==> src/rtl/rtc_bus_sequencer.sv <==
// rtc_bus_sequencer
// Turns single-register access requests into the RTC multiplexed-bus strobe
// sequence and the phase flags used by the downstream data mux stage.
// Every transaction walks seven phases of T_PHASE cycles each.
//
// state | meaning
// ------+------------------------------------------------------------
// IDLE  | waiting for START; ADRESS holds the last accepted address
// A_SET | address setup: CS_n low, AD=0, address driven
// A_STB | address strobe: WR_n low latches the address into the RTC
// A_HLD | address hold after the strobe
// D_SET | data setup: AD=1, write data driven on writes
// D_STB | data strobe: WR_n (write) or RD_n (read) low
// D_HLD | data hold, strobes released
// REC   | recovery with CS_n high; DONE on the final cycle
//
// Ports:
//   CLK, RST (async, active low)      clock / reset
//   START, WRITE, ADDR_in             request and its attributes
//   BUSY, DONE                        transaction status
//   ADRESS                            latched register address
//   BEnv_Adress, BEnv_Data, BRes_Data phase flags for the mux stage
//   CS_n, RD_n, WR_n, AD              RTC bus strobes
module rtc_bus_sequencer #(
  parameter int unsigned T_PHASE = 4
) (
  input  logic       CLK,
  input  logic       RST,
  input  logic       START,
  input  logic       WRITE,
  input  logic [7:0] ADDR_in,
  output logic       BUSY,
  output logic       DONE,
  output logic [7:0] ADRESS,
  output logic       BEnv_Adress,
  output logic       BEnv_Data,
  output logic       BRes_Data,
  output logic       CS_n,
  output logic       RD_n,
  output logic       WR_n,
  output logic       AD
);

  typedef enum logic [2:0] {
    IDLE, A_SET, A_STB, A_HLD, D_SET, D_STB, D_HLD, REC
  } state_t;

  localparam logic [7:0] TC = 8'(T_PHASE - 1);

  state_t     state_q, state_d;
  logic [7:0] cnt_q, cnt_d;
  logic [7:0] adress_q, adress_d;
  logic       wr_latch_q, wr_latch_d;
  logic       busy_q, busy_d, done_q, done_d;
  logic       benv_a_q, benv_a_d, benv_d_q, benv_d_d, bres_q, bres_d;
  logic       cs_n_q, cs_n_d, rd_n_q, rd_n_d, wr_n_q, wr_n_d, ad_q, ad_d;
  logic       last_d;

  always_comb begin
    state_d    = state_q;
    cnt_d      = cnt_q;
    adress_d   = adress_q;
    wr_latch_d = wr_latch_q;
    if (state_q == IDLE) begin
      if (START) begin
        state_d    = A_SET;
        cnt_d      = 8'd0;
        adress_d   = ADDR_in;
        wr_latch_d = WRITE;
      end
    end else if (cnt_q == TC) begin
      cnt_d = 8'd0;
      case (state_q)
        A_SET:   state_d = A_STB;
        A_STB:   state_d = A_HLD;
        A_HLD:   state_d = D_SET;
        D_SET:   state_d = D_STB;
        D_STB:   state_d = D_HLD;
        D_HLD:   state_d = REC;
        default: state_d = IDLE;
      endcase
    end else begin
      cnt_d = cnt_q + 8'd1;
    end
  end

  // Outputs are decoded from the next state/count so that the registered
  // values line up with the cycle the state is actually entered.
  always_comb begin
    last_d   = (cnt_d == TC);
    busy_d   = (state_d != IDLE);
    done_d   = 1'b0;
    benv_a_d = 1'b0;
    benv_d_d = 1'b0;
    bres_d   = 1'b0;
    cs_n_d   = 1'b1;
    rd_n_d   = 1'b1;
    wr_n_d   = 1'b1;
    ad_d     = 1'b1;
    case (state_d)
      A_SET: begin
        cs_n_d = 1'b0; ad_d = 1'b0; benv_a_d = 1'b1;
      end
      A_STB: begin
        cs_n_d = 1'b0; ad_d = 1'b0; benv_a_d = 1'b1; wr_n_d = 1'b0;
      end
      A_HLD: begin
        cs_n_d = 1'b0; ad_d = 1'b0; benv_a_d = 1'b1;
      end
      D_SET, D_HLD: begin
        cs_n_d = 1'b0; benv_d_d = wr_latch_d;
      end
      D_STB: begin
        cs_n_d = 1'b0;
        if (wr_latch_d) begin
          wr_n_d   = 1'b0;
          benv_d_d = 1'b1;
        end else begin
          rd_n_d = 1'b0;
          bres_d = last_d;
        end
      end
      REC:     done_d = last_d;
      default: ;
    endcase
  end

  always_ff @(posedge CLK or negedge RST) begin
    if (!RST) begin
      state_q    <= IDLE;
      cnt_q      <= 8'd0;
      adress_q   <= 8'h00;
      wr_latch_q <= 1'b0;
      busy_q     <= 1'b0;
      done_q     <= 1'b0;
      benv_a_q   <= 1'b0;
      benv_d_q   <= 1'b0;
      bres_q     <= 1'b0;
      cs_n_q     <= 1'b1;
      rd_n_q     <= 1'b1;
      wr_n_q     <= 1'b1;
      ad_q       <= 1'b1;
    end else begin
      state_q    <= state_d;
      cnt_q      <= cnt_d;
      adress_q   <= adress_d;
      wr_latch_q <= wr_latch_d;
      busy_q     <= busy_d;
      done_q     <= done_d;
      benv_a_q   <= benv_a_d;
      benv_d_q   <= benv_d_d;
      bres_q     <= bres_d;
      cs_n_q     <= cs_n_d;
      rd_n_q     <= rd_n_d;
      wr_n_q     <= wr_n_d;
      ad_q       <= ad_d;
    end
  end

  assign BUSY        = busy_q;
  assign DONE        = done_q;
  assign ADRESS      = adress_q;
  assign BEnv_Adress = benv_a_q;
  assign BEnv_Data   = benv_d_q;
  assign BRes_Data   = bres_q;
  assign CS_n        = cs_n_q;
  assign RD_n        = rd_n_q;
  assign WR_n        = wr_n_q;
  assign AD          = ad_q;

endmodule

==> config.mk <==
export PLATFORM = sky130hd
export DESIGN_NAME = rtc_bus_sequencer
export DESIGN_NICKNAME = d
export VERILOG_FILES = /design/src/rtl/rtc_bus_sequencer.sv
export SDC_FILE = /design/constraint.sdc
export NUM_CORES = 1
export LEC_CHECK = 0
export ABC_AREA = 1
export CAP_MARGIN = 0
export CORE_UTILIZATION = 35
export CTS_BUF_LIST = sky130_fd_sc_hd__clkbuf_4
export DETAILED_ROUTE_END_ITERATION = 10
export PLACE_DENSITY = 0.58
export RECOVER_POWER = 25
export SYNTH_ARGS = -nofsm -noshare
export SYNTH_HDL_FRONTEND = slang
export SYNTH_SLANG_ARGS = --single-unit
==> constraint.sdc <==
create_clock -name CLK -period 2.3 [get_ports CLK]
set_clock_uncertainty 0.1 [all_clocks]
set_input_delay 0.46 -clock CLK [delete_from_list [all_inputs] [get_ports CLK]]
set_output_delay 0.46 -clock CLK [all_outputs]
set_load 0.005 [all_outputs]
### Word level (Yosys, flattened, before mapping)

Index checks and enable logic that the tools add are counted.

* register bits after elaboration: 29
* input port bits: 12
* output and inout port bits: 17
* logic and storage cells: 55

* add/sub/neg operators: 1
* equality and inequality tests: 15
* multiplexer cells: 20
* reduce and logical (&&, ||, !) cells: 6

Operator list (number)
* two-way mux 8 bit: 3
* == test 3 bit (second input constant): 7
* one-hot mux 3 bit (6 select lines): 1
* == test 8 x 2 -> 1 bit (second input constant): 2
* == test 3 x 2 -> 1 bit (second input constant): 4
* two-way mux 1 bit: 11
* two-way mux 3 bit: 3
* adder 8 x 1 -> 8 bit (second input constant): 1
* == test 3 x 1 -> 1 bit (second input constant): 2
* OR reduction 6 bit: 1
* one-hot mux 1 bit (2 select lines): 2
* zero test 3 bit: 1
* nonzero test 3 bit: 1
* OR reduction 3 bit: 1
* AND reduction 2 bit: 1
* OR reduction 2 bit: 1

### Longest topological paths before layout

* depth after elaboration: 7
* gate-level depth with buffers: 11
* depth with buffers taken out: 11

### Worst setup path before layout

No wires, ideal clock.

* path type: flip-flop to flip-flop
* start: reg cnt_q[0]
* end: reg wr_n_q, in the netlist WR_n
* setup time: 0.077 ns
* data arrival time: 1.438 ns
* required time: 2.123 ns
* slack: 0.685 ns
* cell stages (with the launch flop): 9
* buffers on the path: 0
* period minus slack after synthesis: 1.615 ns
* cell sequence: dfrtp_1 ha_1 nand3_2 nor2_4 nand2_2 xor2_1 nand3_1 nand2_1 nand2_1

* word-level cells in the longest chain between the ends: 5
* elaborated cells between the ends (all ways): 6
* those cells by class: 3 x eq/ne; 3 x mux

RTL lines
* start: declaration: line 51 `logic [7:0] cnt_q, cnt_d;`
* start signal: assignment: line 145 `cnt_q <= cnt_d;`
* == test 8 x 2 -> 1 bit (*): line 71 `end else if (cnt_q == TC) begin`
* two-way mux 3 bit (*): line 71
* two-way mux 3 bit (*): line 64 `if (state_q == IDLE) begin`
* == test 3 bit / == test 3 x 2 -> 1 bit (equally long branches): line 100 `case (state_d)`
* one-hot mux 1 bit (2 select lines) (*): line 100
* named net wr_n_d: line 56 `logic cs_n_q, cs_n_d, rd_n_q, rd_n_d, wr_n_q, wr_n_d, ad_q, ad_d;`
* end signal: assignment: line 155 `wr_n_q <= wr_n_d;`
* end: declaration: line 56

Mark *: on every way through the listed nets, which the timed path passes. The rest lies on a longest branch.
A chain may end at the register's enable or synchronous reset.

### Worst setup path after layout

* start: reg cnt_q[1]
* end: reg bres_q, in the netlist BRes_Data

* elaborated cells between the ends (all ways): 11
* those cells by class: 1 x add/sub; 3 x eq/ne; 7 x mux

RTL lines
* == test 8 x 2 -> 1 bit: line 71
* two-way mux 3 bit: line 71
* two-way mux 3 bit: line 64
* named net state_d[2]: line 50 `state_t state_q, state_d;`
* == test 3 bit: line 100
* two-way mux 1 bit: line 100
* named net bres_d: line 55 `logic benv_a_q, benv_a_d, benv_d_q, benv_d_d, bres_q, bres_d;`
* end signal: assignment: line 152 `bres_q <= bres_d;`
* end: declaration: line 55

The timed path passes the listed nets, and every way through them passes these cells.

==> results by stage <==
Worst setup path:
- The sort of element at the start of the critical path is a register.
- The endpoint of the worst register-to-register path is BRes_Data.
- The flop-to-flop setup slack is approximately 0.40 ns.
- The endpoint type of the worst setup path is a register.
- The start of the worst register-to-register path is cnt_q[1].
- The buffering stage count on the worst path with inverters included is 0.
- Data arrives at the worst endpoint at around 2 ns.
- The critical path class is register to register.
- The data required time of the worst path is ~2.5 ns.
- The maximum cell stage delay along the critical path is 0.44 ns.
- In this design, the largest share of critical-path delay is due to simple AND/OR/NAND/NOR gates.
- The master of the slowest instance on the critical path is sky130_fd_sc_hd__dfrtp_1.
- Traced cell by cell, the critical path runs through ha_1 > nand3_2 > nor2_4 > nand2_2 > xor2_2 > nand4_2 > nor2_1.
- The worst reg-to-reg path cell count is 7.
- The largest fanout of any net on the critical path is 7.

Layout:
- Relative to the synthesized area, the layout overhead comes to 26.8%.
- The post-layout instance count excluding filler cells is 260.
- The final instance area is between 0.0015 and 0.002 mm^2.
- The final layout contains roughly 220 nets.
- The repair_antennas step left the layout with diodes totalling 0.
- The ratio of cells with drive above 1 in the final layout is 0.181.

STA:
- The hold violation total from the final report is 0.
- Setup repair after global routing left no endpoint under its margin.
- After layout, the minimum clock period comes to 1.90 ns.
- For this run, the top clock speed supported by timing is 0.526 GHz.
- The worst pin sits at a relative slew slack of 0.531.
- The final number of max-transition violations came to 0.
- Summed over all failing endpoints, the final setup total negative slack is 0 ns.
- Of the available clock period, the critical path in the final layout requires 0.827.
- At the pin with the least slew margin, the transition time is between 0.7 and 0.8 ns.
- The number of setup violations in the final report is 0.
- Final hold analysis gives a worst-case slack of 0.390 ns.

Yosys:
- The register bit total from synthesis is 29.
- The cell accounting for the most synthesized area is sky130_fd_sc_hd__dfrtp_1.
- Counting every net in the synthesized netlist gives 187.
- Of the post-synthesis cell area, the dominant cell type holds 0.428.
- The post-synthesis cell type count is 28.
- The total number of yosys warnings is 0.
- Among all cell types in the netlist, the one instantiated most often is sky130_fd_sc_hd__nand2_1.
- In this run, synthesis inferred 0 flip-flops with an integrated enable.
- The commonest cells after synthesis are sky130_fd_sc_hd__nand2_1 (64), sky130_fd_sc_hd__dfrtp_1 (25), sky130_fd_sc_hd__inv_1 (18).
- The fraction of the yosys area taken by sequential cells is 0.500.
- The average size of a mapped cell is 8.39 um^2.
- The predominant post-synthesis flop cell is sky130_fd_sc_hd__dfrtp_1.
- The cell area after synthesis is around 0.0015 mm^2.
- The async set-or-reset flop fraction in the synthesized netlist is 1.00.
- After technology mapping, the gate count stands at ~170.
- After synthesis, the cell types taking the most area are sky130_fd_sc_hd__dfrtp_1 (43%), sky130_fd_sc_hd__nand2_1 (16%), sky130_fd_sc_hd__dfstp_2 (7.2%), sky130_fd_sc_hd__inv_1 (4.6%), sky130_fd_sc_hd__nand3_1 (4.1%).

Clocking:
- The clock net in this run drives a total of 29 sinks.
- The longest clock path from root to sink contains 2 buffers.
- TritonCTS built the clock tree.
- The buffer count from post-CTS setup fixing is 0.
- Clock tree synthesis inserted a total of 5 buffers.
- The post-cts hold buffer count is 0.
- The insertion delay of the later-clocked pin in the worst-skew pair is ~0.32 ns.
- The H-tree was split into 2 levels.
- Once the clock tree was built, the resizer swapped 0 gates to a different size.
- In this run the clock root is driven by a sky130_fd_sc_hd__clkbuf_4.
- After clock tree synthesis, the clock-pin slew on the worst setup and hold paths is roughly 0.090 ns.

Pwr:
- The completed layout was analyzed and its total power is between 2 and 2.5 mW.
- The total power per unit cell area is 1270 mW/mm^2.
- The analysis attributes to cell leakage a power of approximately 0.9 nW.
- The maximum VDD drop is 0.629 mV.

Floorplanning:
- The initialized floorplan defines 23 standard-cell rows.
- For this configuration, the core starts out at a cell density of 0.365.
- The die is around 67 um tall.
- The die is between 60 and 70 um wide.
- After floorplanning, the core was sized to cover approximately 0.0040 mm^2.
- In this run the count of I/O pins placed on the die edge is 29.
- The die area is around 0.0044 mm^2.

Worst hold path:
- The startpoint identified for the worst hold timing path is ADRESS[0].
- The instance count along the most critical hold path is 2.
- The endpoint of the worst hold path is ADRESS[0].
- The worst hold path belongs to the class register to register.

Placed design:
- The number of I/O port buffers is 28.
- At the end of routability-driven placement, the weighted congestion stood at ~0.88.
- In this run the cell area measured after placement is between 0.0015 and 0.002 mm^2.
- Including well taps, the total number of placed cells is between 200 and 300.
- The HPWL after detailed placement is approximately 2.3 mm.

Global route:
- The number of antenna violations at the first check in global routing is 0.
- The number of global-route vias before repair is 1,075.
- Entering global routing, the biggest net connects 30 pins.
- For this run the aggregate overflow at the end of global routing stands at 0.
- For this run, the total global-route usage over all layers was measured as 0.155.
- The global-route wire length before repair is 5.03 mm.

Drt:
- The first TritonRoute pass finished after 4 iterations.
- The mean routed wirelength per cell is 11.7 um.
- Summed over all layers, the routed wires come to 3.04 mm.
- The via count is 1,178.
- The number of remaining DRC errors is 0.
- The DRC marker count from the first detailed-route iteration is 26.
- In this run the remaining antenna-violating nets after routing total 0.
- The vias per cell is ~4.5.

Status:
- The run finished with clean final reports.

Job:
- Across the run, the number of max-cap violations was 0.
-- stage by stage --
stage / worst slack, ns / util
6_report: 0.397 / 0.463
5_1_grt: 0.247 / 0.463
4_1_cts: 0.374 / 0.464
3_5_place_dp: 0.357 / 0.450
3_3_place_gp: 0.387 / 0.450
2_1_floorplan: 0.685 / -
-- power breakdown --
part / internal (mW) / total (mW) / switching, mW
clock network: 0.128 / 0.302 / 0.174
logic: 0.487 / 1.14 / 0.653
registers: 0.729 / 0.905 / 0.176
-- how the worst max path moves through the flow --
| stage | cells past startpoint | slack, ns | endpoint | start |
|---|---|---|---|---|
| floorplan | 8 | 0.69 | WR_n | cnt_q[0] |
| global placement | 5 | 0.39 | BRes_Data | START |
| detailed placement | 5 | 0.36 | BRes_Data | START |
| CTS | 1 | 0.37 | AD | AD |
| global route | 7 | 0.25 | DONE | cnt_q[1] |
| finish | 7 | 0.40 | BRes_Data | cnt_q[1] |
-- area by class of cell --
type	count	area, um^2
fill	400	2150
sequential	29	731
multi-input combinational	121	629
timing repair buffer	29	285
inverter	23	88.8
tap	50	62.6
clock buffer	6	45.0
clock inverter	2	10.0
-- sequential cells by signal, indices dropped and copies added (netlist names) --
register     cells
BUSY             1
RD_n             1
cnt_q            8
WR_n             1
BEnv_Data        1
BRes_Data        1
AD               1
ADRESS           8
state_q          3
DONE             1
wr_latch_q       1
CS_n             1
BEnv_Adress      1
-- placed cells by master (no fill, tap or decap) --
master	instances
sky130_fd_sc_hd__nor2_2	2
sky130_fd_sc_hd__o21ai_2	2
sky130_fd_sc_hd__nor2_4	3
sky130_fd_sc_hd__inv_4	1
sky130_fd_sc_hd__clkbuf_2	1
sky130_fd_sc_hd__a21boi_0	1
sky130_fd_sc_hd__xor2_1	1
sky130_fd_sc_hd__ha_1	1
sky130_fd_sc_hd__inv_1	18
sky130_fd_sc_hd__clkdlybuf4s50_1	27
sky130_fd_sc_hd__nor2_1	13
sky130_fd_sc_hd__dfstp_2	4
sky130_fd_sc_hd__o21ai_0	3
sky130_fd_sc_hd__nand4_2	1
sky130_fd_sc_hd__nand2_2	4
sky130_fd_sc_hd__a211oi_1	1
sky130_fd_sc_hd__clkinv_2	2
sky130_fd_sc_hd__dfrtp_1	25
sky130_fd_sc_hd__nand4_1	1
sky130_fd_sc_hd__nand3_1	12
sky130_fd_sc_hd__nor3_1	1
sky130_fd_sc_hd__clkbuf_4	6
sky130_fd_sc_hd__nand3b_1	1
sky130_fd_sc_hd__nand3_2	4
sky130_fd_sc_hd__xor2_2	1
sky130_fd_sc_hd__dlygate4sd3_1	1
sky130_fd_sc_hd__nand2_1	64
sky130_fd_sc_hd__a21oi_1	1
sky130_fd_sc_hd__nand2_4	2
sky130_fd_sc_hd__inv_2	4
sky130_fd_sc_hd__nand2_8	1
sky130_fd_sc_hd__o21ai_1	1
-- metal layers --
| metal | up-vias | GRT usage | part of all wire |
|---|---|---|---|
| met5 | - | 0 | 0 |
| met4 | 0 | 0.0479 | 0.0063 |
| met3 | 2 | 0.0514 | 0.040 |
| met2 | 21 | 0.236 | 0.51 |
| met1 | 550 | 0.206 | 0.45 |
| li1 | 605 | - | - |
-- kinds of logic (layout without fill, tap and decap cells) --
| group | count (synthesis) | in the layout | share of synthesized area |
|---|---|---|---|
| AOI/OAI and AO/OA | 9 | 9 | 0.0394 |
| xor gates and xnor gates | 2 | 2 | 0.0171 |
| adders and majority gates | 1 | 1 | 0.00857 |
| buffers and inverters | 24 | 60 | 0.0685 |
| DFF | 29 | 29 | 0.500 |
| and+or+nand+nor | 109 | 109 | 0.366 |
-- tightest hold or removal path, stage by stage, from the launching register on --
cell and delay, ns:
sky130_fd_sc_hd__dfrtp_1 0.35, sky130_fd_sc_hd__nand2_1 0.05, sky130_fd_sc_hd__nand2_1 0.06
Power figures use the tool's default switching activity.
